==> src/rtl/rx_gate_ctrl_pkg.sv <==
// Shared definitions for the RX receive-window gating controller.
`ifndef RX_GATE_CTRL_PKG_SV
`define RX_GATE_CTRL_PKG_SV

// Slice of field i, each w bits wide, out of a flat packed vector.
`define RXG_FIELD(vec, i, w) vec[(i)*(w) +: (w)]

package rx_gate_ctrl_pkg;

  localparam int WIN_W_DEFAULT   = 16;
  localparam int WINDOWS_DEFAULT = 4;

  typedef enum logic [1:0] {
    IDLE  = 2'd0,
    COUNT = 2'd1
  } gate_state_t;

endpackage

`endif

==> src/rtl/rx_trig_sync.sv <==
// Brings the external trigger into the clk domain and turns each rising
// edge into a single-cycle pulse.
module rx_trig_sync
  import rx_gate_ctrl_pkg::*;
(
  input  logic clk,
  input  logic reset,
  input  logic trig_in,
  output logic trig_edge
);

  logic sync_1;
  logic sync_2;
  logic sync_3;

  // Two-flop synchroniser, one extra stage for edge history, registered pulse.
  always_ff @(posedge clk or negedge reset) begin
    if (!reset) begin
      sync_1    <= 1'b0;
      sync_2    <= 1'b0;
      sync_3    <= 1'b0;
      trig_edge <= 1'b0;
    end else begin
      sync_1    <= trig_in;
      sync_2    <= sync_1;
      sync_3    <= sync_2;
      trig_edge <= sync_2 & ~sync_3;
    end
  end

endmodule

==> src/rtl/rx_gate_ctrl.sv <==
// Per-trigger sample counter that opens the RX FIFO write gate only for
// samples falling inside the programmed receive windows.
module rx_gate_ctrl
  import rx_gate_ctrl_pkg::*;
#(
  parameter int WINDOWS = WINDOWS_DEFAULT,
  parameter int WIN_W   = WIN_W_DEFAULT
) (
  input  logic                     clk,
  input  logic                     reset,
  input  logic                     enable,
  input  logic                     trig_in,
  input  logic                     rxstrobe,
  input  logic [WINDOWS*WIN_W-1:0] win_start,
  input  logic [WINDOWS*WIN_W-1:0] win_size,
  input  logic                     clear_status,
  output logic                     gate_enable,
  output logic                     frame_active,
  output logic [2:0]               win_idx,
  output logic [15:0]              frame_count,
  output logic                     missed_trig,
  output logic [WIN_W-1:0]         sample_idx
);

  localparam logic [WIN_W-1:0] IDX_MAX = '1;

  gate_state_t              state;
  logic                     trig_edge;
  logic                     first_cycle;
  logic [WINDOWS*WIN_W-1:0] sh_start;
  logic [WINDOWS*WIN_W-1:0] sh_size;
  logic [WIN_W:0]           last_end;
  logic [WIN_W:0]           last_end_next;
  logic [WIN_W-1:0]         next_idx;
  logic [WIN_W:0]           idx_wide;
  logic [WIN_W:0]           idx_inc_wide;
  logic [WIN_W:0]           sh_end [WINDOWS];
  logic [WINDOWS-1:0]       win_en;
  logic [WINDOWS-1:0]       hit_next;
  logic [WINDOWS-1:0]       hit_zero;
  logic [2:0]               next_win_idx;
  logic [2:0]               zero_win_idx;

  rx_trig_sync u_trig_sync (
    .clk       (clk),
    .reset     (reset),
    .trig_in   (trig_in),
    .trig_edge (trig_edge)
  );

  // The index saturates so a runaway frame can never wrap back into a window.
  assign idx_wide     = {1'b0, sample_idx};
  assign idx_inc_wide = idx_wide + (WIN_W+1)'(1);
  assign next_idx     = (sample_idx == IDX_MAX) ? sample_idx : sample_idx + WIN_W'(1);

  // Window ends are one bit wider so a window reaching past the top index
  // does not wrap around to a small end value.
  for (genvar i = 0; i < WINDOWS; i++) begin : g_win
    logic [WIN_W-1:0] s_start;
    logic [WIN_W-1:0] s_size;
    logic [WIN_W-1:0] l_start;
    logic [WIN_W-1:0] l_size;

    assign s_start     = `RXG_FIELD(sh_start, i, WIN_W);
    assign s_size      = `RXG_FIELD(sh_size, i, WIN_W);
    assign l_start     = `RXG_FIELD(win_start, i, WIN_W);
    assign l_size      = `RXG_FIELD(win_size, i, WIN_W);
    assign sh_end[i]   = {1'b0, s_start} + {1'b0, s_size};
    assign win_en[i]   = (s_size != '0);
    assign hit_next[i] = win_en[i] && (next_idx >= s_start) && ({1'b0, next_idx} < sh_end[i]);
    assign hit_zero[i] = (l_size != '0) && (l_start == '0);
  end

  // Lowest-numbered hit for win_idx, and the furthest end of any enabled window.
  always_comb begin
    next_win_idx  = '0;
    zero_win_idx  = '0;
    last_end_next = '0;
    for (int j = WINDOWS - 1; j >= 0; j--) begin
      if (hit_next[j]) next_win_idx = 3'(j);
      if (hit_zero[j]) zero_win_idx = 3'(j);
    end
    for (int j = 0; j < WINDOWS; j++) begin
      if (win_en[j] && (sh_end[j] > last_end_next)) last_end_next = sh_end[j];
    end
  end

  // Frame end is registered from the shadow copy, so it lags the latch by a cycle.
  always_ff @(posedge clk or negedge reset) begin
    if (!reset) last_end <= '0;
    else        last_end <= last_end_next;
  end

  // Gating FSM: accept a trigger, walk the sample index, drive the write gate.
  always_ff @(posedge clk or negedge reset) begin
    if (!reset) begin
      state        <= IDLE;
      first_cycle  <= 1'b0;
      sh_start     <= '0;
      sh_size      <= '0;
      sample_idx   <= '0;
      gate_enable  <= 1'b0;
      frame_active <= 1'b0;
      win_idx      <= '0;
      frame_count  <= '0;
      missed_trig  <= 1'b0;
    end else begin
      if (trig_edge && (state != IDLE)) missed_trig <= 1'b1;
      else if (clear_status)            missed_trig <= 1'b0;

      if (!enable) begin
        state        <= IDLE;
        first_cycle  <= 1'b0;
        gate_enable  <= 1'b0;
        frame_active <= 1'b0;
        win_idx      <= '0;
      end else begin
        case (state)
          IDLE: begin
            if (trig_edge) begin
              sh_start     <= win_start;
              sh_size      <= win_size;
              sample_idx   <= '0;
              gate_enable  <= |hit_zero;
              win_idx      <= zero_win_idx;
              frame_count  <= frame_count + 16'd1;
              first_cycle  <= 1'b1;
              frame_active <= 1'b1;
              state        <= COUNT;
            end
          end
          COUNT: begin
            first_cycle <= 1'b0;
            if (!first_cycle && (idx_wide >= last_end)) begin
              state        <= IDLE;
              gate_enable  <= 1'b0;
              frame_active <= 1'b0;
              win_idx      <= '0;
            end else if (rxstrobe) begin
              sample_idx <= next_idx;
              if (!first_cycle && (idx_inc_wide >= last_end)) begin
                state        <= IDLE;
                gate_enable  <= 1'b0;
                frame_active <= 1'b0;
                win_idx      <= '0;
              end else begin
                gate_enable <= |hit_next;
                win_idx     <= next_win_idx;
              end
            end
          end
          default: begin
            state        <= IDLE;
            gate_enable  <= 1'b0;
            frame_active <= 1'b0;
            win_idx      <= '0;
          end
        endcase
      end
    end
  end

endmodule

==> config.mk <==
export PLATFORM = sky130hd
export DESIGN_NAME = rx_gate_ctrl
export DESIGN_NICKNAME = d
export VERILOG_FILES = /design/src/rtl/rx_gate_ctrl_pkg.sv /design/src/rtl/rx_trig_sync.sv /design/src/rtl/rx_gate_ctrl.sv
export SDC_FILE = /design/constraint.sdc
export NUM_CORES = 1
export LEC_CHECK = 0
export ABC_AREA = 1
export CAP_MARGIN = 20
export CORE_UTILIZATION = 60
export DETAILED_ROUTE_END_ITERATION = 12
export DONT_BUFFER_PORTS = 1
export GPL_TIMING_DRIVEN = 1
export HOLD_SLACK_MARGIN = 0.12
export MAX_ROUTING_LAYER = met4
export PLACE_DENSITY = 0.79
export SLEW_MARGIN = 20
export SYNTH_ARGS = -nofsm -noshare
export SYNTH_HDL_FRONTEND = slang
export SYNTH_SLANG_ARGS = --single-unit
==> constraint.sdc <==
create_clock -name clk -period 6.6 [get_ports clk]
set_input_delay 1.32 -clock clk [delete_from_list [all_inputs] [get_ports clk]]
set_output_delay 1.32 -clock clk [all_outputs]
set_load 0.03 [all_outputs]
==> flow_summary_export.csv, run 1 <==
group,metric,value,unit
timing,tightest_slew,0.955,ns
hold_path,hold_depth,0,
logic_synthesis,yosysWarnings,0,
logic_synthesis,synth_mux_area_frac,0,
hold_path,hold_start,"u_trig_sync.sync_1",
critical_path,r2r_end,"last_end[15]",
hold_path,hp-class,"flip-flop to flip-flop",
logic_synthesis,yosysUniqueCellTypes,54,
cts,cts_root_buf,"clkbuf_16",
layout,multi_input_area,11700,um2
timing,holdWs,0.378,ns
logic_synthesis,syn_nets,2839,
logic_synthesis,yosysMostFrequentCell,"nand2_1",
cts,cts_max_level,4,
critical_path,crit_path_max_incr_delay,0.52,ns
floorplan,initial_utilization,0.614,
global_route,grt_pass1_wl,86500,um
detailed_routing,drt_first_iter_violations,1315,
timing,hold_violations,0,
floorplan,die-height,171,um
hold_path,worstHoldEndpoint,"u_trig_sync.sync_2",
timing,slew_viol_final,0,
critical_path,worstSetupPathType,"flip-flop to flip-flop",
timing,setup_viol,17,
critical_path,arrival,7.26,ns
floorplan,row_count,61,
place,routabilityCongestion,1.03,
logic_synthesis,synth_top_family_by_area,"simple AND/OR/NAND/NOR gates",
cts,clk_latency,0.47,ns
critical_path,r2r_start,"sh_size[0]",
layout,final.fill_count,2323,
floorplan,die_w,171,um
cts,clkTransAtPathRegs,0.07,ns
cts,clock_sinks,187,
critical_path,cp-start-kind,"flip-flop",
timing,period_minus_slack,6.91,ns
logic_synthesis,ys_ff_latch,187,
place,detailed_place_hpwl,42800,um
detailed_routing,post_drt_wl_per_cell,18.9,um
critical_path,r2r_cells,44,
logic_synthesis,ys_seq_area_frac,0.272,
layout,seqCellArea,4680,um2
layout,drive_above_1_share,0.143,
cts,cts_buffers,17,
logic_synthesis,yosys.area_share.simple,0.273,
logic_synthesis,async_flop_share,1.00,
floorplan,core_area,28000,um2
global_route,grt_max_degree,188,
detailed_routing,vias,17300,
cts,cts_hold_buffers,0,
logic_synthesis,synthAdderAreaFrac,0.204,
cts,cts_tree,"done",
logic_synthesis,netlist_top_cells_area,"dfrtp_1 (27%), ha_1 (20%), nand2_1 (14%)",
timing,finalCritPeriodShare,1.05,
global_route,first_global_vias,16500,
place,io_buffer_count,0,
floorplan,dieArea,29300,um2
critical_path,crit_path_max_fanout,9,
global_route,grt-ovfl-total,0,
floorplan,ios,172,
timing,rsz0062_at_grt,"yes",
layout,area_growth,18.4,%
logic_synthesis,synth-xor-area-share,0.0321,
detailed_routing,route.antenna.remaining_nets,0,
detailed_routing,remaining_drc_errors,0,
logic_synthesis,synth_top_cell_by_area,"dfrtp_1",
logic_synthesis,synth_ff_type,"dfrtp_1",
logic_synthesis,synth_compound_area_frac,0.123,
place,dp_worst_setup_slack,-0.286,ns
logic_synthesis,netlist_area,17200,um2
cts,clk_path_buf_depth,2,
outcome,violations,"negative setup slack",
detailed_routing,drt-total-wl,56200,um
layout,postLayoutCoreUtil,0.727,
timing,fmax,145,MHz
global_route,grt_antenna_before_repair,0,
logic_synthesis,syn_inst,2427,
layout,nets,2996,
logic_synthesis,netlist_top_cells_count,"nand2_1 (642), inv_1 (381), ha_1 (274)",
logic_synthesis,synth_top_area_share,0.272,
timing,fin_ws,-0.305,ns
critical_path,required,6.95,ns
critical_path,crit_top_cell,"nand2_4",
detailed_routing,drtPass1Iterations,6,
critical_path,reg2reg_slack,-0.31,ns
timing,relSlewSlack,0.364,
outcome,status,"complete, but fails checks",
layout,antenna_cells,0,
critical_path,critPathSlowestCell,"fa_1",
flow_run,max_cap_violations,0,
detailed_routing,viasPerCell,5.83,
critical_path,end_kind,"flip-flop",
global_route,grt_usage,0.398,
timing,finClkSkew,0.0186,ns
logic_synthesis,synth_edf_count,0,
logic_synthesis,avgSynthCellArea,7.08,um2
## placed cells by master (no fill, tap or decap), types with 7 or more instances in the layout
cell type and instances:
nor3_2 7, nand3_2 11, inv_1 376, o211ai_1 9
nor4_1 34, xor2_1 54, ha_1 251, a21oi_1 145
nand3_4 9, xnor2_1 9, nor3_1 28, o21ai_0 173
nand2_4 25, a21o_1 7, and2_1 20, nor2_2 7
ha_4 22, clkinv_4 7, nand2_1 595, a21oi_2 8
nand3_1 102, clkbuf_16 18, dfrtp_1 187, nand2_2 32
buf_4 166, nand4_1 70, inv_2 7, nor2_1 111
o21bai_1 11
## how the worst max path moves through the flow
| stage | from | end | slack (ns) | cells past startpoint |
|---|---|---|---|---|
| floorplan | sh_start[0] | last_end[5] | 0.02 | 47 |
| global placement | sh_size[8] | last_end[11] | -0.20 | 39 |
| detailed placement | sh_size[8] | last_end[11] | -0.29 | 39 |
| CTS | sh_size[0] | last_end[6] | -0.12 | 43 |
| global route | sh_size[0] | last_end[13] | -0.72 | 47 |
| finish | sh_size[0] | last_end[15] | -0.31 | 44 |
## repair_timing
item                       in CTS  in global routing
setup endpoints to repair      17                 17
pin swaps                       4                 42
resized for setup              44                138
cloned                          5                  4
setup buffers                   7                 13
## per-stage QoR
| stage | TNS [ns] | cell area, um2 | cells |
|---|---|---|---|
| 2_1_floorplan | 0 | 17200 | 2427 |
| 3_3_place_gp | -2.86 | 18700 | 2914 |
| 3_5_place_dp | -4.15 | 18700 | 2914 |
| 4_1_cts | -1.77 | 19500 | 2957 |
| 5_1_grt | -11.78 | 20400 | 2974 |
| 6_report | -4.67 | 20400 | 2974 |
## critical path, delay by kind of cell, from the launching register on
family                   cells  cell delay (ns)
flip-flops                   1             0.36
AND/OR/NAND/NOR             27             3.08
buffers and inverters        8             0.85
AO/OA/AOI/OAI                4             1.01
adder cells (fa/ha/maj)      5             1.49
## logic make-up after synthesis
family	Yosys count
xor+xnor	63
fa+ha+maj	278
compound gates	390
buf+inv	432
other cells	1
simple gates	1076
flops	187
## routing by layer
metal	share of wire	global-route usage	up-vias
li1	-	-	8334
met1	0.43	0.505	8144
met2	0.45	0.624	715
met3	0.076	0.0764	132
met4	0.041	0.164	0
met5	0	-	-
## state kept, by name, indices dropped and copies added, names as in the netlist
register / count
sh_size: 64
sh_start: 64
last_end: 17
frame_count: 16
sample_idx: 16
win_idx: 2
first_cycle: 1
frame_active: 1
gate_enable: 1
missed_trig: 1
u_trig_sync.sync_1: 1
u_trig_sync.sync_2: 1
u_trig_sync.sync_3: 1
u_trig_sync.trig_edge: 1
## final cells by class
cell class,count,share of cell area
inverters,387,0.0731
flip-flops and latches,187,0.230
clock inverters,11,0.00436
repair buffers,177,0.0690
well taps,378,0.0232
repair inverters,6,0.00240
multi-input cells,1808,0.575
clock buffers,20,0.0229
Power of run 1 is not shown: default switching activity piles up to over one toggle a cycle in this logic, so the estimate is an artifact.
==> inputs of run 2 (changes only) <==
CORE_ASPECT_RATIO = 1.75   (was unset)
SLEW_MARGIN = unset   (was 20)
==> run 2 against run 1 <==
Compared with the run above:
- the flow still finishes with violations (negative setup slack)
- register-to-register slack got worse by 0.17 ns
- first-iteration DRC count down 12%
- non-clock buffer count up 17
==> flow_summary_export.csv, run 2 (synthesis results as in run 1) <==
group,metric,value,unit
global_route,grt_max_degree,188,
timing,tns,-7.39,ns
layout,drive_above_1_share,0.154,
timing,holdWs,0.361,ns
layout,area_growth,19.3,%
critical_path,cp-start-kind,"flip-flop",
place,dp_worst_setup_slack,-0.413,ns
detailed_routing,vias,17600,
layout,final.fill_count,2311,
detailed_routing,post_drt_wl_per_cell,20.0,um
layout,reg_top3,"sh_size (64), sh_start (64), last_end (17)",
floorplan,dieArea,29400,um2
critical_path,reg2reg_slack,-0.47,ns
cts,cts_buffers,17,
floorplan,die_w,130,um
timing,rsz0062_at_grt,"yes",
place,detailed_place_hpwl,44700,um
timing,finClkSkew,0.0163,ns
floorplan,core_area,28100,um2
critical_path,r2r_end,"last_end[10]",
cts,cts_root_buf,"clkbuf_16",
layout,nets,3011,
cts,cts_max_level,4,
critical_path,critPathCapture,"last_end[10]",
detailed_routing,drt_first_iter_violations,1153,
critical_path,critPathBufInv,8,
flow_run,max_cap_violations,0,
timing,finalCritPeriodShare,1.07,
detailed_routing,viasPerCell,5.90,
critical_path,cp.depth,47,
critical_path,required,6.97,ns
layout,postLayoutCoreUtil,0.730,
timing,setup_viol,17,
critical_path,arrival,7.44,ns
timing,fmax,141,MHz
timing,relSlewSlack,0.185,
timing,hold_violations,0,
critical_path,crit_path_max_incr_delay,0.53,ns
outcome,status,"complete, but fails checks",
floorplan,die-height,226,um
place,io_buffer_count,0,
layout,final_common_cell,"nand2_1",
floorplan,row_count,81,
critical_path,startpoint,"sh_start[0]",
critical_path,critPathSlowestCell,"fa_2",
timing,period_minus_slack,7.07,ns
global_route,first_global_vias,17500,
critical_path,crit_path_max_fanout,8,
cts,cts_tree,"done",
timing,tightest_slew,1.22,ns
global_route,grt-ovfl-total,0,
cts,clock_sinks,187,
global_route,grt_pass1_wl,90300,um
critical_path,end_kind,"flip-flop",
detailed_routing,remaining_drc_errors,0,
timing,slew_viol_final,0,
floorplan,initial_utilization,0.612,
hold_path,hp-class,"flip-flop to flip-flop",
floorplan,ios,172,
outcome,violations,"negative setup slack",
cts,clk_path_buf_depth,2,
detailed_routing,route.antenna.remaining_nets,0,
global_route,grt_usage,0.428,
detailed_routing,drtPass1Iterations,7,
critical_path,r2r_cells,47,
cts,clk_latency,0.48,ns
place,routabilityCongestion,1.01,
critical_path,r2r_start,"sh_start[0]",
critical_path,crit_family,"simple AND/OR/NAND/NOR gates",
critical_path,worstSetupPathType,"flip-flop to flip-flop",
global_route,grt_antenna_before_repair,1,
cts,clkTransAtPathRegs,0.08,ns
detailed_routing,drt-total-wl,59800,um
layout,layout_common_cells,"nand2_1 (599), inv_1 (375), ha_1 (251)",
timing,fin_ws,-0.474,ns
==> run 2: cell types whose count changed in the layout (fill, tap and decap cells not counted), moves of 4 or more <==
cell      before  now
nand3_1      102   95
nand2_1      595  599
clkinv_8       2   10
buf_4        166  175
a21oi_2        8   12
nand3_4        9    2
nand2_4       25    9
nand2_2       32   44
clkinv_4       7    3
nand3_2       11   25
==> run 2: worst reg2reg max path, delay by kind of cell, from the launching register on <==
kind	cells	cell delay, ns
compound gates	6	0.89
fa+ha+maj	5	1.49
buf+inv	8	1.00
flops	1	0.37
simple gates	28	3.22
==> run 2: worst min path at each step <==
stage                             startpoint            endpoint  slack (ns)  cells after the start
final                     u_trig_sync.sync_1  u_trig_sync.sync_2        0.36                      0
after global routing      u_trig_sync.sync_1  u_trig_sync.sync_2        0.37                      0
after CTS                 u_trig_sync.sync_1  u_trig_sync.sync_2        0.37                      0
after detailed placement  u_trig_sync.sync_1  u_trig_sync.sync_2        0.34                      0
after global placement    u_trig_sync.sync_1  u_trig_sync.sync_2        0.34                      0
after floorplan           u_trig_sync.sync_1  u_trig_sync.sync_2        0.33                      0
==> run 2: metal layers <==
layer	up-vias	GRT usage	wire length, um
li1	8371	-	-
met1	8249	0.426	21100
met2	695	0.719	30000
met3	307	0.0782	3190
met4	0	0.353	5500
met5	-	-	0
==> run 2: through the flow <==
stage                     cell area (um2)  cells
final                               20500   2986
after global routing                20500   2986
after CTS                           19900   2975
after detailed placement            18800   2916
after global placement              18800   2915
after floorplan                     17200   2427
==> run 2: repair_timing <==
item	CTS	global route
buffers inserted	22	7
setup endpoints to repair	17	17
hold buffers	0	0
cloned	5	2
pin swaps	16	32
gates resized for setup	75	103
==> run 2: final cells by class <==
| cell class | count | area (um2) | share of cell area |
|---|---|---|---|
| clock inverters | 15 | 200 | 0.00976 |
| inverters | 387 | 1490 | 0.0727 |
| repair inverters | 4 | 28.8 | 0.00140 |
| well taps | 373 | 467 | 0.0228 |
| diodes | 1 | 2.50 | 0.000122 |
| flip-flops and latches | 187 | 4680 | 0.228 |
| multi-input cells | 1808 | 11600 | 0.566 |
| clock buffers | 17 | 425 | 0.0207 |
| repair buffers | 194 | 1610 | 0.0787 |
Power of run 2 is left out for the same reason.
